File: config.mk
export PLATFORM = sky130hd
export DESIGN_NAME = timer_1us_tick
export DESIGN_NICKNAME = d
export VERILOG_FILES = /design/src/rtl/timer_1us_tick.sv
export SDC_FILE = /design/constraint.sdc
export NUM_CORES = 1
export LEC_CHECK = 0
export ABC_CLOCK_PERIOD_IN_PS = 2000
export BUFFER_PORTS_ARGS = -buffer_cell sky130_fd_sc_hd__buf_2
export CORE_MARGIN = 2
export CORE_UTILIZATION = 31
export DETAILED_ROUTE_END_ITERATION = 10
export PLACE_DENSITY_LB_ADDON = 0.25
export SLEW_MARGIN = 20
export SYNTH_ARGS = -nofsm -noshare
export SYNTH_HDL_FRONTEND = slang
export SYNTH_SLANG_ARGS = --single-unit
File: constraint.sdc
create_clock -name clk_36MHz -period 2 [get_ports clk_36MHz]
set_input_delay 0.2 -clock clk_36MHz [delete_from_list [all_inputs] [get_ports clk_36MHz]]
set_output_delay 0.2 -clock clk_36MHz [all_outputs]
set_load 0.03 [all_outputs]
File: src/rtl/timer_1us_tick.sv
// Periodic tick generator: divides clk_36MHz into a 1 us time base and
// emits a one-cycle pulse on q every PERIOD_US microseconds.
module timer_1us_tick #(
  parameter int unsigned PERIOD_US     = 1000,
  parameter int unsigned CYCLES_PER_US = 36
) (
  input  logic clk_36MHz,
  input  logic reset,
  input  logic en,
  output logic q
);

  // Zero-valued parameters degrade to 1 so the counters always have a terminal value.
  localparam int unsigned PERIOD_EFF = (PERIOD_US == 0) ? 1 : PERIOD_US;
  localparam int unsigned CYCLES_EFF = (CYCLES_PER_US == 0) ? 1 : CYCLES_PER_US;
  localparam int PRE_W = (CYCLES_EFF > 1) ? $clog2(CYCLES_EFF) : 1;
  localparam int US_W  = (PERIOD_EFF > 1) ? $clog2(PERIOD_EFF) : 1;
  localparam logic [PRE_W-1:0] PRE_LAST = PRE_W'(CYCLES_EFF - 1);
  localparam logic [US_W-1:0]  US_LAST  = US_W'(PERIOD_EFF - 1);

  logic [PRE_W-1:0] pre_q, pre_d;
  logic [US_W-1:0]  us_q, us_d;
  logic             tick_q, tick_d;

  always_comb begin
    pre_d  = pre_q;
    us_d   = us_q;
    tick_d = 1'b0;
    if (en) begin
      if (pre_q == PRE_LAST) begin
        pre_d = '0;
        if (us_q == US_LAST) begin
          us_d   = '0;
          tick_d = 1'b1;
        end else begin
          us_d = us_q + US_W'(1);
        end
      end else begin
        pre_d = pre_q + PRE_W'(1);
      end
    end
  end

  always_ff @(posedge clk_36MHz) begin
    if (!reset) begin
      pre_q  <= '0;
      us_q   <= '0;
      tick_q <= 1'b0;
    end else begin
      pre_q  <= pre_d;
      us_q   <= us_d;
      tick_q <= tick_d;
    end
  end

  assign q = tick_q;

endmodule

==> summary by stage, run 1 <==
Floorplan
The overall die height is 53.6 um. 4 I/O pins were placed. The initial core utilization is 0.335. After floorplanning, the core was sized to cover 2280 um^2.

The floorplan has 17 rows. The floorplan step defined a die boundary enclosing 2870 um^2. The chip width is 53.6 um.

Clock network
The tree is rooted in a sky130_fd_sc_hd__clkbuf_4. The number of hold-repair buffers added at the cts stage is 0. Buffers added to address setup during post-CTS repair amount to 0. In this run, post-CTS repair resized a total of 0 instances. The clock tree from TritonCTS is built.

CTS built an H-tree with a depth of 1. CTS saw 17 sinks. The clock insertion delay at the later pin of the skew report is 0.29 ns. In this run, CTS created clock tree buffers numbering 3. The maximum clock path buffer count is 2. The register clock-pin slew on the reported worst setup and hold paths is 0.10 ns.

Worst hold path
Counting instances, the worst hold path has a depth of 3. The endpoint with the worst hold slack is pre_q[0]. The class of the worst hold path is input pin to flop.

In this run the most critical hold path is launched from en.

Detailed routing
The first detailed-routing pass took 4 iterations. The aggregate routed wire length is 1.38 mm. For this run, design rule violations remaining after detail routing come to 0. For this block, the initial DRC count from the detailed router was 10. Once detail routing completed, the nets flagged for antenna violations numbered 0. For this block, the via count after detailed routing is 587. The number of vias per cell is 4.89. In the final routed layout, each cell accounts on average for 11.5 um.

Global routing
The first-pass GRT wire length is 2.49 mm. The total global routing track utilization is 0.122. Summed over all layers, the global routing overflow is 0. The number of antenna violations at the first check in global routing was 0. The via count of the first global-routing pass is 569. The pin count of the biggest net entering global routing is 10.

Yosys
The basic-gate share of the synthesized area counting and, or, nand and nor cells is 0.284. The synthesized net count is 90. During synthesis, Yosys emitted a total of 0 warnings. Of the post-synthesis cell area, the part taken by muxes is 0.0131. Counting flops and latches in the post-synthesis netlist gives 17. The post-synthesis instance total is 85.

The dominant combinational cell family by area after synthesis is simple AND/OR/NAND/NOR gates. Of the total synthesized cell area, the portion taken by XOR and XNOR cells is 0.161. The synthesized-area fraction occupied by adder cells is 0.0328.

The netlist uses 20 different library cells. The part of the Yosys area used for sequential elements is 0.447. The fraction of the mapped netlist area in compound gates is 0.0279. The post-synthesis instance area is 762 um^2. In this run the mean area of a mapped cell was 8.96 um^2.

Worst setup path
The startpoint of the most critical register-to-register path is us_q[0]. In this run the critical register-to-register path is captured at us_q[0]. The critical path goes through ha_1, or4bb_1, or3_4, o21ai_4, nor2_1.

The slowest stage of the critical path is the sky130_fd_sc_hd__or4bb_1 cell. The largest single stage delay on the critical path is 0.49 ns. The cell type group with the largest total delay on the critical path is simple AND/OR/NAND/NOR gates. STA classifies the critical path endpoint as a flop. The critical path in this run is classified as flop to flop. Of all nets on the critical path, the largest fanout is 8. The element type at the critical path start is a flop. The length in cells of the worst reg-to-reg path is 5.

The data required time at the worst endpoint is 2.17 ns. The critical path contains buffers and inverters numbering 0 combined. In this run the register-to-register setup slack is 0.11 ns.

The critical path arrival is 2.06 ns.

Timing
The number of failing hold endpoints at the final stage came to 0. The clock period could shrink to 1.89 ns. On the final layout, the worst clock skew is 0.00368 ns. The final critical-path share of the clock period is 0.943. The number of max-slew violations in the final report is 0.

Timing would allow up to 530 MHz. At the pin with the least slew margin, the transition time is 0.310 ns. The final setup violation count is 0. Setup repair after global routing left no endpoint under its margin. For the final routed database, the setup TNS stands at 0 ns. On the final layout, the worst hold slack is 0.230 ns. The worst pin sits at a relative slew slack of 0.791.

Placed design
The congestion estimate from routability-driven global placement came to 0.801. The sum of net half-perimeters after detailed placement is 997 um. The count of buffers added on input and output ports is 3. After detailed placement, the design holds a cell count of 116.

After detailed placement, the total cell area comes to 812 um^2.

Finish
The share of layout cells above drive strength 1 is 0.120. The total area of sequential cells is 342 um^2. The design area is 845 um^2.

The finished layout holds 120 standard cells, fillers aside. The filler cell count in the final layout is 239. Relative to the synthesized area, the layout overhead comes to 10.8%. The multi-input combinational cells in the finished layout cover a total of 400 um^2. The number of antenna repair diodes is 0.

The final layout contains 98 nets.

Job
The number of max-cap violations is 0.

Power and ir drop
VDD sags by at most 0.461 mV. Summed over all cells, the static leakage comes to 0.274 nW. The total power divided by cell area is 652 nW/um^2.

Status
The flow ran to the end, and the final reports show no timing, DRC or antenna violations.
-- layout by cell type, fill, tap and decap left out, drive strengths merged --
cell type and count:
or4b 1, o21ai 1, nand2 5, dfxtp 17, or4bb 1, xnor2 11, nor4 3, a21oi 1
nand4 5, nand3 4, inv 3, or3 1, ha 2, or2 1, nor3 6, clkbuf 4
xor2 3, buf 5, nor2 17, mux2i 1
-- where the power goes --
part / switching [W] / internal (W)
Sequential: 0.00000368 / 0.000343
Combinational: 0.0000127 / 0.00000872
Clock: 0.000105 / 0.0000776
-- Yosys cell counts --
library cell               count  share of area
sky130_fd_sc_hd__dfxtp_1      17           0.45
sky130_fd_sc_hd__nor2_1       17          0.084
sky130_fd_sc_hd__xnor2_1      11           0.13
sky130_fd_sc_hd__nor3_1        6          0.039
sky130_fd_sc_hd__nand2_1       5          0.025
sky130_fd_sc_hd__nand4_1       5          0.041
sky130_fd_sc_hd__nand3_1       4          0.026
sky130_fd_sc_hd__inv_1         3          0.015
sky130_fd_sc_hd__nor4_1        3          0.025
sky130_fd_sc_hd__xor2_1        3          0.034
sky130_fd_sc_hd__ha_1          2          0.033
sky130_fd_sc_hd__a21oi_1       1         0.0066
sky130_fd_sc_hd__buf_6         1          0.015
sky130_fd_sc_hd__clkbuf_1      1         0.0049
sky130_fd_sc_hd__mux2i_1       1          0.013
sky130_fd_sc_hd__o21ai_4       1          0.021
sky130_fd_sc_hd__or2_1         1         0.0082
sky130_fd_sc_hd__or3_1         1         0.0082
sky130_fd_sc_hd__or4b_1        1          0.013
sky130_fd_sc_hd__or4bb_1       1          0.015
-- worst min-delay path, stage by stage --
cell	delay, ns
sky130_fd_sc_hd__buf_2	0.15
sky130_fd_sc_hd__xnor2_1	0.07
sky130_fd_sc_hd__nor2_1	0.07
-- cell type report --
type                       count  share of cell area
multi-input combinational     63               0.474
sequential                    17               0.404
tap                           28              0.0415
timing repair buffer           5              0.0356
clock buffer                   4              0.0311
inverter                       3              0.0133
-- worst max-delay path by stage --
| stage | end | start | cells past startpoint |
|---|---|---|---|
| floorplan | us_q[0] | us_q[0] | 5 |
| global placement | us_q[0] | us_q[0] | 5 |
| detailed placement | us_q[0] | us_q[0] | 5 |
| CTS | us_q[0] | us_q[0] | 5 |
| global route | us_q[0] | us_q[0] | 5 |
| finish | us_q[0] | us_q[0] | 5 |
-- flip-flops by register name, indices dropped and copies added, names as in the netlist --
register and cells:
q 1, us_q 10, pre_q 6
-- kinds of logic (layout without fill, tap and decap cells) --
group,count (synthesis),count (layout)
compound gates,2,2
xor+xnor,14,14
fa+ha+maj,2,2
buf+inv,5,12
flops,17,17
mux,1,1
simple gates,44,44
-- per-layer routing --
layer / global-route usage / vias to the layer above / wire (um)
met2: 0.191 / 6 / 648
met4: 0.0256 / 0 / 0
met1: 0.153 / 278 / 677
met3: 0.0583 / 0 / 54
met5: 0 / - / 0
li1: - / 303 / -
-- per-stage QoR --
step                 util  worst slack [ns]  total power [W]
detailed placement  0.357            0.0864         0.000376
finish              0.371             0.113         0.000550
global placement    0.357             0.142         0.000376
floorplan               -             0.243         0.000370
global route        0.371            0.0151         0.000583
CTS                 0.368            0.0689         0.000559
Power figures use the tool's default switching activity.
==> run 2: changes to the inputs <==
PLACE_DENSITY = 0.43   (was unset)
PLACE_DENSITY_LB_ADDON = unset   (was 0.25)
==> summary by stage, run 2 (synthesis gave the netlist of run 1 again) <==
Global routing
The first-pass GRT wire length is 2.50 mm (+0.56%). The pin count of the biggest net entering global routing is 11 (+1). The leftover overflow at the end of global routing came to 0 (unchanged).

The number of antenna violations at the first check in global routing is 0 (unchanged). The via count of the first global-routing pass is 568 (-0.18%). The total global routing track utilization was 0.124 (+0.00147).

Floorplan
The number of placement rows was 17 (unchanged). The chip width came to 53.6 um (unchanged). The die outline area is 2870 um^2 (unchanged). The initial core utilization came to 0.335 (unchanged).

The core area is 2280 um^2 (unchanged). The number of I/O pins was 4 (unchanged). The overall die height came to 53.6 um (unchanged).

Placed design
The sum of net half-perimeters after detailed placement is 1.09 mm (+9.4%). The quantity of I/O buffers inserted on ports is 3 (unchanged). The post-detailed-placement cell area is 827 um^2 (+1.8%). The number of cells after detailed placement is 118 (+1.7%). The global placement routability congestion is 0.817 (+2.0%). The post-place setup slack is 0.145 ns (+0.0589 ns).

Clock network
The number of gates resized after CTS is 0 (unchanged). The maximum clock path buffer count came to 2 (unchanged). The clock insertion delay at the later pin of the skew report was 0.29 ns (about the same).

The clock sink count is 17 (unchanged). TritonCTS built the clock tree. The H-tree depth reported by CTS is 1 (unchanged).

The total clock buffers created by CTS was 3 (unchanged). The number of hold-repair buffers added at the cts stage came to 0 (unchanged). The count of buffers added by post-CTS timing repair for setup is 0 (unchanged). The root buffer selected by CTS is sky130_fd_sc_hd__clkbuf_4. The register clock-pin slew on the reported worst setup and hold paths is 0.11 ns (about the same).

Timing
The post-layout minimum cycle time is 1.87 ns (-0.0195 ns). Setup repair after global routing left no endpoint under its margin. The setup slack after layout is 0.133 ns (+0.0195 ns). The sum of negative setup slack came to 0 ns (unchanged). The number of max-slew violations in the final report is 0 (unchanged).

The final setup violation count came to 0 (unchanged). The worst slew slack as a fraction of its limit is 0.787 (-0.00407). The number of failing hold endpoints at the final stage is 0 (unchanged). The highest achievable clock rate came to 536 MHz (+1.0%).

The actual slew at the worst max-slew pin is 0.316 ns (+0.00605 ns). The final critical-path share of the clock period is 0.934 (-0.00977). The worst setup skew after layout was 0.00803 ns (+0.00436 ns).

Finish
The number of antenna repair diodes is 0 (unchanged). The share of layout cells above drive strength 1 came to 0.128 (+0.00809). The number of standard cells in the layout, taps in and fillers out is 122 (+1.7%). The number of nets in the finished design is 100 (+2.0%).

In the layout the commonest cells are 17 x sky130_fd_sc_hd__nor2_1, 17 x sky130_fd_sc_hd__dfxtp_1, 11 x sky130_fd_sc_hd__xnor2_1. Compared with the post-synthesis result, the final layout area differs by 12.2%. The register with the most flip-flops is us_q. The utilization after layout came to 0.375 (+0.00440).

The design area came to 855 um^2 (+1.2%). The filler cell count in the final layout is 235 (-1.7%). The number of flip-flops under the largest register name is 10 (unchanged).

Detailed routing
The final routed DRC violation total is 0 (unchanged). The iteration-0 DRC count of the detailed router came to 25 (+15). The number of vias per cell was 5.00 (+2.2%). The detailed-routing iteration count for the pre-antenna-repair pass came to 4 (unchanged).

The total number of vias was 610 (+3.9%). The routed wirelength normalized by instance count was 12.2 um (+6.1%). The aggregate routed wire length is 1.49 mm (+7.8%). The post-detailed-route count of antenna-violating nets is 0 (unchanged).

Worst setup path
The path type of the worst setup path is flop to flop. The top fanout value on the critical path is 8 (unchanged). The worst setup path is captured at a flop. The critical path arrival is 2.05 ns (about the same). The data required time at the worst endpoint was 2.19 ns (+0.02 ns).

The element type at the critical path start is a flop.

Power and ir drop
The maximum VDD drop is 0.371 mV (-20%). The total power divided by cell area is 650 nW/um^2 (-0.33%). The standby leakage power was 0.286 nW (+4.2%).

Status
The run finished with clean final reports.

Job
The number of max-cap violations is 0 (unchanged).

Worst hold path
The worst hold path belongs to the class input pin to flop.
run 2: cell count changes in the layout (fill, tap and decap cells not counted):
cell                       change
sky130_fd_sc_hd__or3_4         -1
sky130_fd_sc_hd__clkinv_2      +1
sky130_fd_sc_hd__dfxtp_2       -1
sky130_fd_sc_hd__clkbuf_1      -1
sky130_fd_sc_hd__or3_1         +1
sky130_fd_sc_hd__dfxtp_1       +1
sky130_fd_sc_hd__buf_4         +2
run 2: power breakdown:
group / leakage, nW / internal [W] / switching (W)
clock network: 0.0177 / 0.0000743 / 0.000112
registers: 0.137 / 0.000343 / 0.00000357
logic: 0.131 / 0.00000920 / 0.0000135
run 2: layout make-up:
cell class	count	area [um^2]	share of cell area
clock buffer	3	22.5	0.0264
clock inverter	1	5.00	0.00586
inverter	3	11.3	0.0132
multi-input combinational	63	395	0.463
sequential	17	340	0.398
tap	28	35.0	0.0410
timing repair buffer	7	45.0	0.0527
run 2: worst paths after layout:
| kind | cells after the start | start | endpoint | slack (ns) |
|---|---|---|---|---|
| hold reg to reg | 2 | pre_q[5] | pre_q[5] | 0.53 |
| setup reg to reg | 5 | us_q[0] | us_q[0] | 0.13 |
| setup / recovery | 5 | us_q[0] | us_q[0] | 0.13 |
| hold / removal | 3 | reset | us_q[4] | 0.23 |
run 2: per-stage QoR:
stage	hold slack (ns)	total power, W
3_5_place_dp	0.511	0.000377
4_1_cts	0.225	0.000571
6_report	0.234	0.000555
5_1_grt	0.224	0.000587
2_1_floorplan	0.363	0.000370
3_3_place_gp	0.505	0.000377
run 2: worst max-delay path, cell delays in order, from the launching register on:
cell and delay [ns]:
sky130_fd_sc_hd__dfxtp_1 0.36, sky130_fd_sc_hd__ha_1 0.19, sky130_fd_sc_hd__or4bb_1 0.46, sky130_fd_sc_hd__or3_1 0.40, sky130_fd_sc_hd__o21ai_4 0.27, sky130_fd_sc_hd__nor2_1 0.08
run 2: routing by layer:
metal	share of wire	routed length (um)	global-route usage
met1	0.50	748	0.159
met2	0.43	643	0.189
met3	0.053	79	0.0500
met4	0.011	17	0.0385
met5	0	0	0
==> run 3: changes to the inputs <==
ABC_CLOCK_PERIOD_IN_PS = 2420   (was 2000)
clock period = 2.42 ns   (was 2 ns; I/O delays follow)
==> summary by stage, run 3 (synthesis gave the netlist of run 1 again) <==
Floorplan
The number of I/O pins was 4 (unchanged). The core area is 2280 um^2 (unchanged). The overall die height is 53.6 um (unchanged). The number of placement rows is 17 (unchanged). The chip width is 53.6 um (unchanged). The initial core utilization is 0.335 (unchanged). The die outline area was 2870 um^2 (unchanged).

Timing
The worst setup skew after layout is 0.00247 ns (-0.00556 ns). The worst slew slack as a fraction of its limit is 0.779 (-0.00863). The actual slew at the worst max-slew pin was 0.329 ns (+0.0128 ns). The smallest hold slack came to 0.282 ns (+0.0484 ns). The post-layout minimum cycle time is 1.97 ns (+0.0992 ns). The number of failing hold endpoints at the final stage is 0 (unchanged). The final critical-path share of the clock period came to 0.813 (-0.121). The highest achievable clock rate came to 509 MHz (-5.0%). Setup repair after global routing left no endpoint under its margin. The final setup violation count is 0 (unchanged). The sum of negative setup slack was 0 ns (unchanged). The number of max-slew violations in the final report came to 0 (unchanged).

Clock network
The tree is rooted in a sky130_fd_sc_hd__clkbuf_4. The count of buffers added by post-CTS timing repair for setup came to 0 (unchanged). The maximum clock path buffer count was 2 (unchanged). The H-tree depth reported by CTS is 1 (unchanged). The clock insertion delay at the later pin of the skew report is 0.29 ns (about the same).

The number of gates resized after CTS is 0 (unchanged). The total clock buffers created by CTS is 3 (unchanged). TritonCTS built the clock tree. The number of hold-repair buffers added at the cts stage is 0 (unchanged).

The clock sink count was 17 (unchanged). The register clock-pin slew on the reported worst setup and hold paths came to 0.10 ns (about the same).

Worst setup path
The critical path arrival is 2.14 ns (+0.09 ns). The nature of the critical path endpoint is a flop. The worst setup path is launched from a flop. The critical path is of the flop to flop type.

The length in cells of the worst reg-to-reg path is 5 (unchanged). The data required time at the worst endpoint was 2.60 ns (+0.41 ns). The top fanout value on the critical path was 8 (unchanged).

Finish
The layout overhead on the synthesized area is 8.21%. The library cells used most frequently in the layout, excluding fill and tap cells, are 17 x sky130_fd_sc_hd__nor2_1, 17 x sky130_fd_sc_hd__dfxtp_1, 11 x sky130_fd_sc_hd__xnor2_1. The utilization after layout is 0.362 (-0.0132). The number of nets in the finished design is 96 (-4.0%). us_q holds more flip-flops than any other register. The share of layout cells above drive strength 1 came to 0.0889 (-0.0388). The design area came to 825 um^2 (-3.5%).

The number of flip-flops under the largest register name is 10 (unchanged). The number of antenna repair diodes came to 0 (unchanged).

Global routing
The met1 track demand over resource in global routing was 0.130 (-0.0288). The global routing stage identified its most utilized layer as met2. The number of antenna violations at the first check in global routing was 0 (unchanged).

The leftover overflow at the end of global routing is 0 (unchanged). The total global routing track utilization came to 0.115 (-0.00869). The pin count of the biggest net entering global routing is 11 (unchanged).

The via count of the first global-routing pass is 572 (+0.70%). The met3 global-route usage is 0.0417 (-0.00833). The first-pass GRT wire length is 2.35 mm (-6.3%).

The met2 track demand over resource was 0.179 (-0.0103).

Detailed routing
The number of vias per cell is 4.92 (-1.7%). The aggregate routed wire length was 1.34 mm (-10%). The total number of vias came to 580 (-4.9%). The detailed-routing iteration count for the pre-antenna-repair pass is 4 (unchanged). The final routed DRC violation total was 0 (unchanged). The post-detailed-route count of antenna-violating nets is 0 (unchanged). The routed wirelength normalized by instance count is 11.3 um (-7.0%). The iteration-0 DRC count of the detailed router came to 5 (-80%).

Power and ir drop
The total power divided by cell area is 550 nW/um^2 (-15%). The standby leakage power is 0.265 nW (-7.2%). The maximum VDD drop came to 0.269 mV (-27%). The overall power of the completed layout came to 0.000454 W (-18%).

Placed design
The sum of net half-perimeters after detailed placement is 972 um (-11%). The post-detailed-placement cell area is 797 um^2 (-3.6%). The quantity of I/O buffers inserted on ports is 3 (unchanged). The global placement routability congestion is 0.803 (-1.7%).

Worst hold path
The class of the worst hold path is input pin to flop. The count of cells along the worst hold path is 3 (unchanged).

Job
The number of max-cap violations is 0 (unchanged).

Status
The flow ran to the end, and the final reports show no timing, DRC or antenna violations.
-- run 3: worst paths after layout --
path	from	endpoint	slack, ns
worst max-delay path	us_q[0]	us_q[3]	0.45
worst max register to register	us_q[0]	us_q[3]	0.45
worst min-delay path	reset	us_q[4]	0.28
worst min register to register	us_q[1]	us_q[1]	0.51
-- run 3: metal layers --
| metal | wire length [um] | share of wire | up-vias |
|---|---|---|---|
| met1 | 653 | 0.49 | 270 |
| li1 | - | - | 299 |
| met4 | 33 | 0.025 | 0 |
| met2 | 617 | 0.46 | 7 |
| met3 | 34 | 0.025 | 4 |
| met5 | 0 | 0 | - |
-- run 3: layout make-up --
type                       count  area, um^2
tap                           28        35.0
fill                         239        1450
sequential                    17         340
clock buffer                   3        22.5
multi-input combinational     63         395
inverter                       3        11.3
timing repair buffer           3        15.0
clock inverter                 1        5.00
-- run 3: power breakdown --
group / leakage (nW) / internal, W / switching (W)
sequential: 0.137 / 0.000283 / 0.00000306
combinational: 0.110 / 0.00000723 / 0.0000108
clock: 0.0177 / 0.0000614 / 0.0000880
total: 0.265 / 0.000352 / 0.000102
-- run 3: metrics by stage --
step                std cells  setup WS [ns]
floorplan                  85          0.663
global placement          114          0.444
detailed placement        114          0.486
CTS                       118          0.472
global route              118          0.357
finish                    118          0.454
-- run 3: critical path, stage by stage, from the launching register on --
cell and delay, ns:
sky130_fd_sc_hd__dfxtp_1 0.40, sky130_fd_sc_hd__ha_1 0.22, sky130_fd_sc_hd__or4bb_1 0.48, sky130_fd_sc_hd__or3_1 0.40
sky130_fd_sc_hd__o21ai_4 0.27, sky130_fd_sc_hd__nor2_1 0.08
